File: config.mk
export PLATFORM = sky130hd
export DESIGN_NAME = jstk_spi_slave
export DESIGN_NICKNAME = d
export VERILOG_FILES = /design/src/rtl/jstk_pkg.sv /design/src/rtl/sync_edge.sv /design/src/rtl/jstk_spi_slave.sv
export SDC_FILE = /design/constraint.sdc
export NUM_CORES = 1
export LEC_CHECK = 0
export BUFFER_PORTS_ARGS = -buffer_cell sky130_fd_sc_hd__clkbuf_2
export CORE_MARGIN = 2
export CORE_UTILIZATION = 56
export CTS_CLUSTER_DIAMETER = 50
export CTS_CLUSTER_SIZE = 12
export DETAILED_ROUTE_END_ITERATION = 6
export PLACE_DENSITY = 0.79
export SKIP_CTS_REPAIR_TIMING = 1
export SLEW_MARGIN = 20
export SYNTH_ARGS = -nofsm -noshare
export SYNTH_HDL_FRONTEND = slang
export SYNTH_SLANG_ARGS = --single-unit
File: constraint.sdc
create_clock -name CLK -period 2.63 [get_ports CLK]
set_clock_uncertainty 0.05 [all_clocks]
set_input_delay 0.263 -clock CLK [delete_from_list [all_inputs] [get_ports CLK]]
set_output_delay 0.263 -clock CLK [all_outputs]
set_load 0.01 [all_outputs]
File: src/rtl/jstk_pkg.sv
`default_nettype none
// ============================================================================
// jstk_pkg : shared constants, state encoding and tx frame builder
// Revision : 1.0
// ============================================================================
package jstk_pkg;

  localparam int         FRAME_BYTES   = 5;
  localparam int         FRAME_BITS    = 8 * FRAME_BYTES;
  localparam logic [5:0] FRAME_BITS_C  = 6'd40;
  localparam logic [5:0] LAST_BIT_C    = 6'd39;
  localparam logic [5:0] CMD_BITS_C    = 6'd8;
  localparam logic [5:0] CMD_PREFIX    = 6'b100000;

  typedef enum logic [1:0] {
    ST_IDLE    = 2'd0,
    ST_ACTIVE  = 2'd1,
    ST_OVERRUN = 2'd2
  } state_e;

  // Byte 0 sits in the MSBs so the frame shifts out MSB first, byte by byte.
  function automatic logic [FRAME_BITS-1:0] build_tx_frame(
    input logic [9:0] xpos,
    input logic [9:0] ypos,
    input logic [2:0] btn
  );
    return {xpos[7:0], 6'b0, xpos[9:8], ypos[7:0], 6'b0, ypos[9:8], 5'b0, btn};
  endfunction

endpackage
`default_nettype wire

File: src/rtl/sync_edge.sv
`default_nettype none
// ============================================================================
// sync_edge : 2-FF synchronizer with single-cycle rise/fall pulses
// Revision  : 1.0
// ============================================================================
module sync_edge #(
  parameter logic RESET_VAL = 1'b0
) (
  input  logic clk,
  input  logic rst,
  input  logic d,
  output logic q,
  output logic rise,
  output logic fall
);

  logic meta_q;
  logic sync_q;
  logic prev_q;

  always_ff @(posedge clk) begin
    if (rst) begin
      meta_q <= RESET_VAL;
      sync_q <= RESET_VAL;
      prev_q <= RESET_VAL;
    end else begin
      meta_q <= d;
      sync_q <= meta_q;
      prev_q <= sync_q;
    end
  end

  assign q    = sync_q;
  assign rise = sync_q & ~prev_q;
  assign fall = ~sync_q & prev_q;

endmodule
`default_nettype wire

File: src/rtl/jstk_spi_slave.sv
`default_nettype none
// ============================================================================
// jstk_spi_slave : oversampled SPI mode-0 slave returning a 5-byte joystick
//                  frame and decoding an LED command from the first rx byte
// Revision       : 1.0
// ============================================================================
module jstk_spi_slave
  import jstk_pkg::*;
(
  input  logic       CLK,
  input  logic       RST,
  input  logic       SCLK,
  input  logic       SS,
  input  logic       MOSI,
  output logic       MISO,
  output logic       MISO_OE,
  input  logic [9:0] XPOS,
  input  logic [9:0] YPOS,
  input  logic [2:0] BTN,
  output logic [1:0] LED,
  output logic [7:0] RXCMD,
  output logic       FRAME_DONE,
  output logic       FRAME_ERR
);

  logic sclk_lvl_unused;
  logic sclk_rise;
  logic sclk_fall;
  logic ss_sync;
  logic ss_rise;
  logic ss_fall;

  sync_edge #(.RESET_VAL(1'b0)) u_sync_sclk (
    .clk  (CLK),
    .rst  (RST),
    .d    (SCLK),
    .q    (sclk_lvl_unused),
    .rise (sclk_rise),
    .fall (sclk_fall)
  );

  sync_edge #(.RESET_VAL(1'b1)) u_sync_ss (
    .clk  (CLK),
    .rst  (RST),
    .d    (SS),
    .q    (ss_sync),
    .rise (ss_rise),
    .fall (ss_fall)
  );

  logic mosi_meta_q;
  logic mosi_sync_q;

  always_ff @(posedge CLK) begin
    if (RST) begin
      mosi_meta_q <= 1'b0;
      mosi_sync_q <= 1'b0;
    end else begin
      mosi_meta_q <= MOSI;
      mosi_sync_q <= mosi_meta_q;
    end
  end

  state_e                state_q,    state_d;
  logic [5:0]            bit_cnt_q,  bit_cnt_d;
  logic [7:0]            rx_byte_q,  rx_byte_d;
  logic [FRAME_BITS-1:0] tx_frame_q, tx_frame_d;
  logic                  miso_q,     miso_d;
  logic [1:0]            led_q,      led_d;
  logic [7:0]            rxcmd_q,    rxcmd_d;
  logic                  done_q,     done_d;
  logic                  err_q,      err_d;
  logic [1:0]            settle_q,   settle_d;
  logic                  armed_q,    armed_d;

  logic [FRAME_BITS-1:0] snap_frame;
  logic [5:0]            tx_idx;
  logic                  frame_end;

  assign snap_frame = build_tx_frame(XPOS, YPOS, BTN);
  assign tx_idx     = LAST_BIT_C - bit_cnt_q;

  // Sync chains restart at the idle level on reset, so an SS already low at
  // release looks like a fall; only arm once a settled high level is seen.
  always_comb begin
    settle_d = (settle_q == 2'd3) ? settle_q : settle_q + 2'd1;
    armed_d  = armed_q | ((settle_q == 2'd3) & ss_sync);
  end

  always_comb begin
    state_d    = state_q;
    bit_cnt_d  = bit_cnt_q;
    rx_byte_d  = rx_byte_q;
    tx_frame_d = tx_frame_q;
    miso_d     = miso_q;
    led_d      = led_q;
    rxcmd_d    = rxcmd_q;
    done_d     = 1'b0;
    err_d      = 1'b0;
    frame_end  = 1'b0;

    case (state_q)
      ST_IDLE: begin
        miso_d = 1'b0;
        if (ss_fall && armed_q) begin
          state_d    = ST_ACTIVE;
          tx_frame_d = snap_frame;
          bit_cnt_d  = 6'd0;
          rx_byte_d  = 8'h00;
          miso_d     = snap_frame[FRAME_BITS-1];
        end
      end

      ST_ACTIVE: begin
        if (ss_rise) begin
          frame_end = 1'b1;
        end else if (sclk_rise) begin
          bit_cnt_d = bit_cnt_q + 6'd1;
          if (bit_cnt_q < CMD_BITS_C) begin
            rx_byte_d = {rx_byte_q[6:0], mosi_sync_q};
          end
          if (bit_cnt_q == LAST_BIT_C) begin
            state_d = ST_OVERRUN;
            miso_d  = 1'b0;
          end
        end else if (sclk_fall) begin
          miso_d = tx_frame_q[tx_idx];
        end
      end

      ST_OVERRUN: begin
        miso_d = 1'b0;
        if (ss_rise) begin
          frame_end = 1'b1;
        end
      end

      default: begin
        state_d = ST_IDLE;
        miso_d  = 1'b0;
      end
    endcase

    if (frame_end) begin
      state_d = ST_IDLE;
      miso_d  = 1'b0;
      if (bit_cnt_q == FRAME_BITS_C) begin
        done_d  = 1'b1;
        rxcmd_d = rx_byte_q;
        if (rx_byte_q[7:2] == CMD_PREFIX) begin
          led_d = rx_byte_q[1:0];
        end
      end else begin
        err_d = 1'b1;
      end
    end
  end

  always_ff @(posedge CLK) begin
    if (RST) begin
      state_q    <= ST_IDLE;
      bit_cnt_q  <= 6'd0;
      rx_byte_q  <= 8'h00;
      tx_frame_q <= '0;
      miso_q     <= 1'b0;
      led_q      <= 2'b00;
      rxcmd_q    <= 8'h00;
      done_q     <= 1'b0;
      err_q      <= 1'b0;
      settle_q   <= 2'd0;
      armed_q    <= 1'b0;
    end else begin
      state_q    <= state_d;
      bit_cnt_q  <= bit_cnt_d;
      rx_byte_q  <= rx_byte_d;
      tx_frame_q <= tx_frame_d;
      miso_q     <= miso_d;
      led_q      <= led_d;
      rxcmd_q    <= rxcmd_d;
      done_q     <= done_d;
      err_q      <= err_d;
      settle_q   <= settle_d;
      armed_q    <= armed_d;
    end
  end

  assign MISO       = miso_q;
  assign MISO_OE    = ~ss_sync;
  assign LED        = led_q;
  assign RXCMD      = rxcmd_q;
  assign FRAME_DONE = done_q;
  assign FRAME_ERR  = err_q;

endmodule
`default_nettype wire

==> Word level (Yosys, flattened, before mapping) <==
Index checks and enable logic that the tools add are counted.
{ "totals": {"regBits": 63, "inputBits": 28} }
{ "classes": {"n_addsub": 3, "order_cmp": 2, "n_eq_ne": 13, "muxes": 26, "n_bitwise": 12, "n_reduce_logical": 13} }
{ "op_table": {"columns": ["operator", "n"], "rows": [
  ["8-bit two-way mux", 4],
  ["6-bit equality test (second input constant)", 3],
  ["6-bit two-way mux", 3],
  ["8-bit one-hot mux with 2 select lines", 1],
  ["6-bit one-hot mux with 2 select lines", 1],
  ["1-bit two-way mux", 10],
  ["2-bit != test (second input constant)", 5],
  ["5-bit AND reduction", 2],
  ["2-bit two-way mux", 4],
  ["6-bit by 7-bit less-than comparator with 1-bit output (second input constant)", 1],
  ["6-bit by 1-bit adder with 6-bit output (second input constant)", 1],
  ["1-bit binary-select mux with 6-bit select", 1],
  ["6-bit by 4-bit less-than comparator with 1-bit output (second input constant)", 1],
  ["3-bit != test (second input constant)", 2],
  ["1-bit NOT", 6],
  ["2-bit one-hot mux with 3 select lines", 1],
  ["3-bit AND reduction", 2],
  ["2-bit OR reduction", 3],
  ["6-bit subtractor (first input constant)", 1],
  ["1-bit bitwise AND", 5],
  ["2-bit equality test (second input constant)", 2],
  ["2-bit AND reduction", 2],
  ["4-bit AND reduction", 1],
  ["2-bit by 1-bit adder with 2-bit output (second input constant)", 1],
  ["other kinds (6)", 6]
]} }

==> Depth between registers and ports, before layout <==
{ "depth": {"depth_word": 7, "depth_mapped": 9} }

==> Modules after synthesis <==
From an unflattened synthesis, not the netlist that was laid out.
{ "unflattened": {"hier_cells": 306, "area_unflattened_um2": 2777.7} }
{ "modules_own_cells": {"columns": ["module", "n_inst", "cells_per_inst", "area_per_inst_um2"], "rows": [
  ["jstk_spi_slave", 1, 290, 2593.7],
  ["sync_edge at u_sync_ss", 1, 8, 92.6],
  ["sync_edge at u_sync_sclk", 1, 8, 91.3]
]} }

==> Worst setup path before layout <==
OpenSTA, ideal clock, no wires.
{ "synth_timing": {"path_kind": "register to register", "from": "register bit_cnt_q[3]", "to": "register miso_q (netlist: MISO)", "arrival_ns": 1.928, "required_ns": 2.523, "path_slack_ns": 0.595, "stages_incl_launch_ff": 9, "n_path_buf": 1, "period_less_slack_ns": 2.035, "path_cell_list": "dfxtp_1 clkbuf_1 inv_1 ha_1 nor4b_1 o21ai_0 a311o_1 o21ai_0 a31o_2"} }
{ "synth_via": {"elab_chain_len": 7} }
{ "synth_lines": {"columns": ["element", "line", "rtl"], "rows": [
  ["start, declared", "jstk_spi_slave.sv:65", "logic [5:0] bit_cnt_q, bit_cnt_d;"],
  ["start signal, assigned", "jstk_spi_slave.sv:174", "bit_cnt_q <= bit_cnt_d;"],
  ["6-bit subtractor", "jstk_spi_slave.sv:81", "assign tx_idx = LAST_BIT_C - bit_cnt_q;"],
  ["1-bit binary-select mux with 6-bit select", "jstk_spi_slave.sv:127", "miso_d = tx_frame_q[tx_idx];"],
  ["1-bit two-way mux (implied by the code)", "jstk_spi_slave.sv:127", null],
  ["1-bit two-way mux", "jstk_spi_slave.sv:126", "end else if (sclk_fall) begin"],
  ["1-bit two-way mux", "jstk_spi_slave.sv:117", "end else if (sclk_rise) begin"],
  ["1-bit two-way mux", "jstk_spi_slave.sv:115", "if (ss_rise) begin"],
  ["1-bit one-hot mux with 2 select lines", "jstk_spi_slave.sv:102", "case (state_q)"],
  ["end signal, assigned", "jstk_spi_slave.sv:177", "miso_q <= miso_d;"],
  ["end, declared", "jstk_spi_slave.sv:68", "logic miso_q, miso_d;"]
]} }
Several ways; a longest one is shown, not always the timed one. The select of a mux whose other input is x is not followed.
A chain may end at the register's enable or synchronous reset.

==> Worst setup path after layout <==
Ends and elaborated chain as after synthesis.

==> summary.md <==
| Metric | Value |
|---|---|
| Outcome | completed |
| HP Class | in2reg |
| DRT antenna net count | 0 |
| Initial Util | 58.6% |
| DRC viols | 0 |
| Mapped Nets | 351 |
| Crit-path max FO | 15 |
| #FFs+latches synth | 63 |
| Yosys warnings | 0 |
| Largest net degree at the start of global routing | 30 |
| Top FF cell, synth | dfxtp_1 |
| Top cell type's share of synthesized area | 45.3% |
| GRT overflow | 0 |
| Post-synth EDFFs | 0 |
| # IOs | 42 |
| DP Area | 0.00303 mm2 |
| CTS tree | yes |
| Fin Setup TNS | 0 ps |
| Clk slew on worst S/H paths | 70 ps |
| Number of global-route vias before repair | 2243 |
| Placed Cells | 407 |
| Slew @ Worst Pin | 823 ps |
| Drt total wl | 5620 um |
| Cell variety after synth | 48 |
| Final hold violation count | 0 |
| Vias | 2291 |
| Worst Path Required | 2880 ps |
| Die X | 74.5 um |
| Fmax | 471 MHz |
| Nets | 388 |
| Synth cell count leaders | 63 x dfxtp_1, 53 x nand2_1, 38 x a21oi_1 |
| Most common cell in the synthesized netlist | dfxtp_1 |
| DPL Wire Length | 3860 um |
| CTS sink cnt | 63 |
| RSZ-0062 raised after global routing | false |
| Die height | 74.5 um |
| Flop2flop setup slack | 510 ps |
| CTS H-tree depth | 3 |
| Row count | 25 |
| Arrival @ worst endpoint | 2370 ps |
| First-pass DRT Iterations | 4 |
| Leak | 1.28 nW |
| Critical Path Source Type | flip-flop |
| Max Cap Viol | 0 |
| PortBufs | 41 |
| Final setup fails | 0 |
| Period minus WS final | 2120 ps |
| Power per Cell Area | 686 mW/mm2 |
| WL/cell | 13.3 um |
| Vias per cell | 5.42 |
| Layout fillers | 391 |
| Core ar. | 0.00475 mm2 |
| Slew margin rel. | 44.7% |
| First-pass GRT wire length | 9780 um |
| Synth area leaders | dfxtp_1 45%, nand2_1 7.1%, a21oi_1 6.8%, mux2i_1 6.5%, ha_1 4.0% |
| Max Buffers Root-to-Sink | 2 |
| Clk_lat worst skew | 350 ps |
| Placer Congestion | 0.951 |
| Tot GR Track Use | 22.9% |
| Area delta synth->final | 17.4% |
| Number of antenna violations at the first check in global routing | 0 |
| Mean Syn Cell Area | 8.87 um2 |
| Max Slew Vio Count | 0 |
| Iter 0 DRT Violations | 200 |
| Tcrit/Tclk final | 80.7% |
| Final std cells w/o fill | 423 |
| Synthesized instance count | 314 |
| Clock tree root buffer cell | clkbuf_8 |
| Layout cell share with drive strength beyond 1 | 22.5% |
| Die area | 0.00556 mm2 |
| Diode count | 0 |
| Post-synth ARST share | 0% |
| CTS buffer count | 9 |
| Synth area leader | dfxtp_1 |
| CP Capture Type | flip-flop |
| WS Path Type | reg2reg |
| Worst vdd ir | 0.569 mV |
| Post-Syn Area | 0.00279 mm2 |
| Sequential area share after synthesis | 45.3% |
| Final Cell Area | 0.00327 mm2 |
[sequential cells by signal, summed over array words and instances (netlist names)]
name	count
tx_frame_q	23
RXCMD	8
rx_byte_q	8
bit_cnt_q	6
LED	2
settle_q	2
state_q	2
FRAME_DONE	1
FRAME_ERR	1
MISO	1
armed_q	1
mosi_meta_q	1
mosi_sync_q	1
u_sync_sclk.meta_q	1
u_sync_sclk.prev_q	1
u_sync_sclk.q	1
u_sync_ss.meta_q	1
u_sync_ss.prev_q	1
u_sync_ss.q	1
[cell families after synthesis]
| kind of cell | after synthesis | share of synthesized area (%) |
|---|---|---|
| AOI/OAI and AO/OA | 66 | 14.1 |
| xor gates and xnor gates | 3 | 0.943 |
| adders and majority gates | 9 | 4.04 |
| buffers and inverters | 31 | 4.54 |
| DFF | 63 | 45.3 |
| muxes | 23 | 9.29 |
| and+or+nand+nor | 119 | 21.8 |
[critical path: stages, from the launching register on]
cell,delay [ps]
dfxtp_1,610
inv_1,120
ha_1,340
nor4b_1,270
o21ai_0,130
a311o_1,320
o21ai_0,70
a31o_2,160
[per-layer routing]
layer  global-route usage (%)  up-vias  part of all wire [%]
li1                         -     1161                     -
met4                     7.94        0                   1.4
met1                     28.8     1080                    46
met2                     37.0       41                    48
met5                        0        -                     0
met3                     7.72        9                   4.6
[area by class of cell]
cell class | count | area, um2 | share of cell area [%]
multi-input cells | 220 | 1400 | 42.8
inverters | 11 | 41.3 | 1.26
flip-flops and latches | 63 | 1260 | 38.6
repair buffers | 46 | 243 | 7.42
clock inverters | 2 | 60.1 | 1.84
well taps | 67 | 83.8 | 2.56
clock buffers | 14 | 183 | 5.59
[worst paths after layout]
check,startpoint,to,depth (start not counted)
worst min register to register,u_sync_ss.meta_q$_SDFF_PP1_,u_sync_ss.q$_SDFF_PP1_,1
worst min-delay path,SS,u_sync_ss.meta_q$_SDFF_PP1_,2
worst max-delay path,bit_cnt_q[3]$_SDFFE_PP0P_,MISO$_SDFFE_PP0P_,7
worst max register to register,bit_cnt_q[3]$_SDFFE_PP0P_,MISO$_SDFFE_PP0P_,7
[power by group]
part	switching, mW	internal, mW	total, mW	leakage [nW]
registers	0.0177	0.980	0.998	0.510
logic	0.142	0.102	0.244	0.650
clock network	0.363	0.638	1.00	0.123
[stage by stage]
stage	total power [mW]	hold slack, ps	util (%)	worst slack (ps)
after floorplan	1.21	317	-	595
after CTS	2.25	54.2	68.8	526
after global routing	2.33	55.9	68.8	271
final	2.24	56.0	68.8	508
after global placement	1.26	342	63.7	608
after detailed placement	1.27	356	63.7	536
[placed cells by master, fill, tap and decap left out, types with 2 or more instances in the layout]
cell / n
nand2_1: 53
inv_1: 11
ha_1: 9
mux2i_1: 18
mux4_2: 2
nor2b_1: 5
clkbuf_8: 13
or3_1: 3
bufinv_16: 2
or2_2: 4
nand3b_1: 2
nand4_1: 4
dfxtp_1: 63
mux2_2: 3
clkbuf_2: 41
or4_1: 2
o31ai_1: 2
xor2_1: 2
nor2_1: 20
a21oi_1: 38
a31o_2: 2
nand2b_1: 2
buf_4: 5
o21ai_0: 13
nor3_1: 4
nand3_1: 10
(Power assumes the default switching activity.)
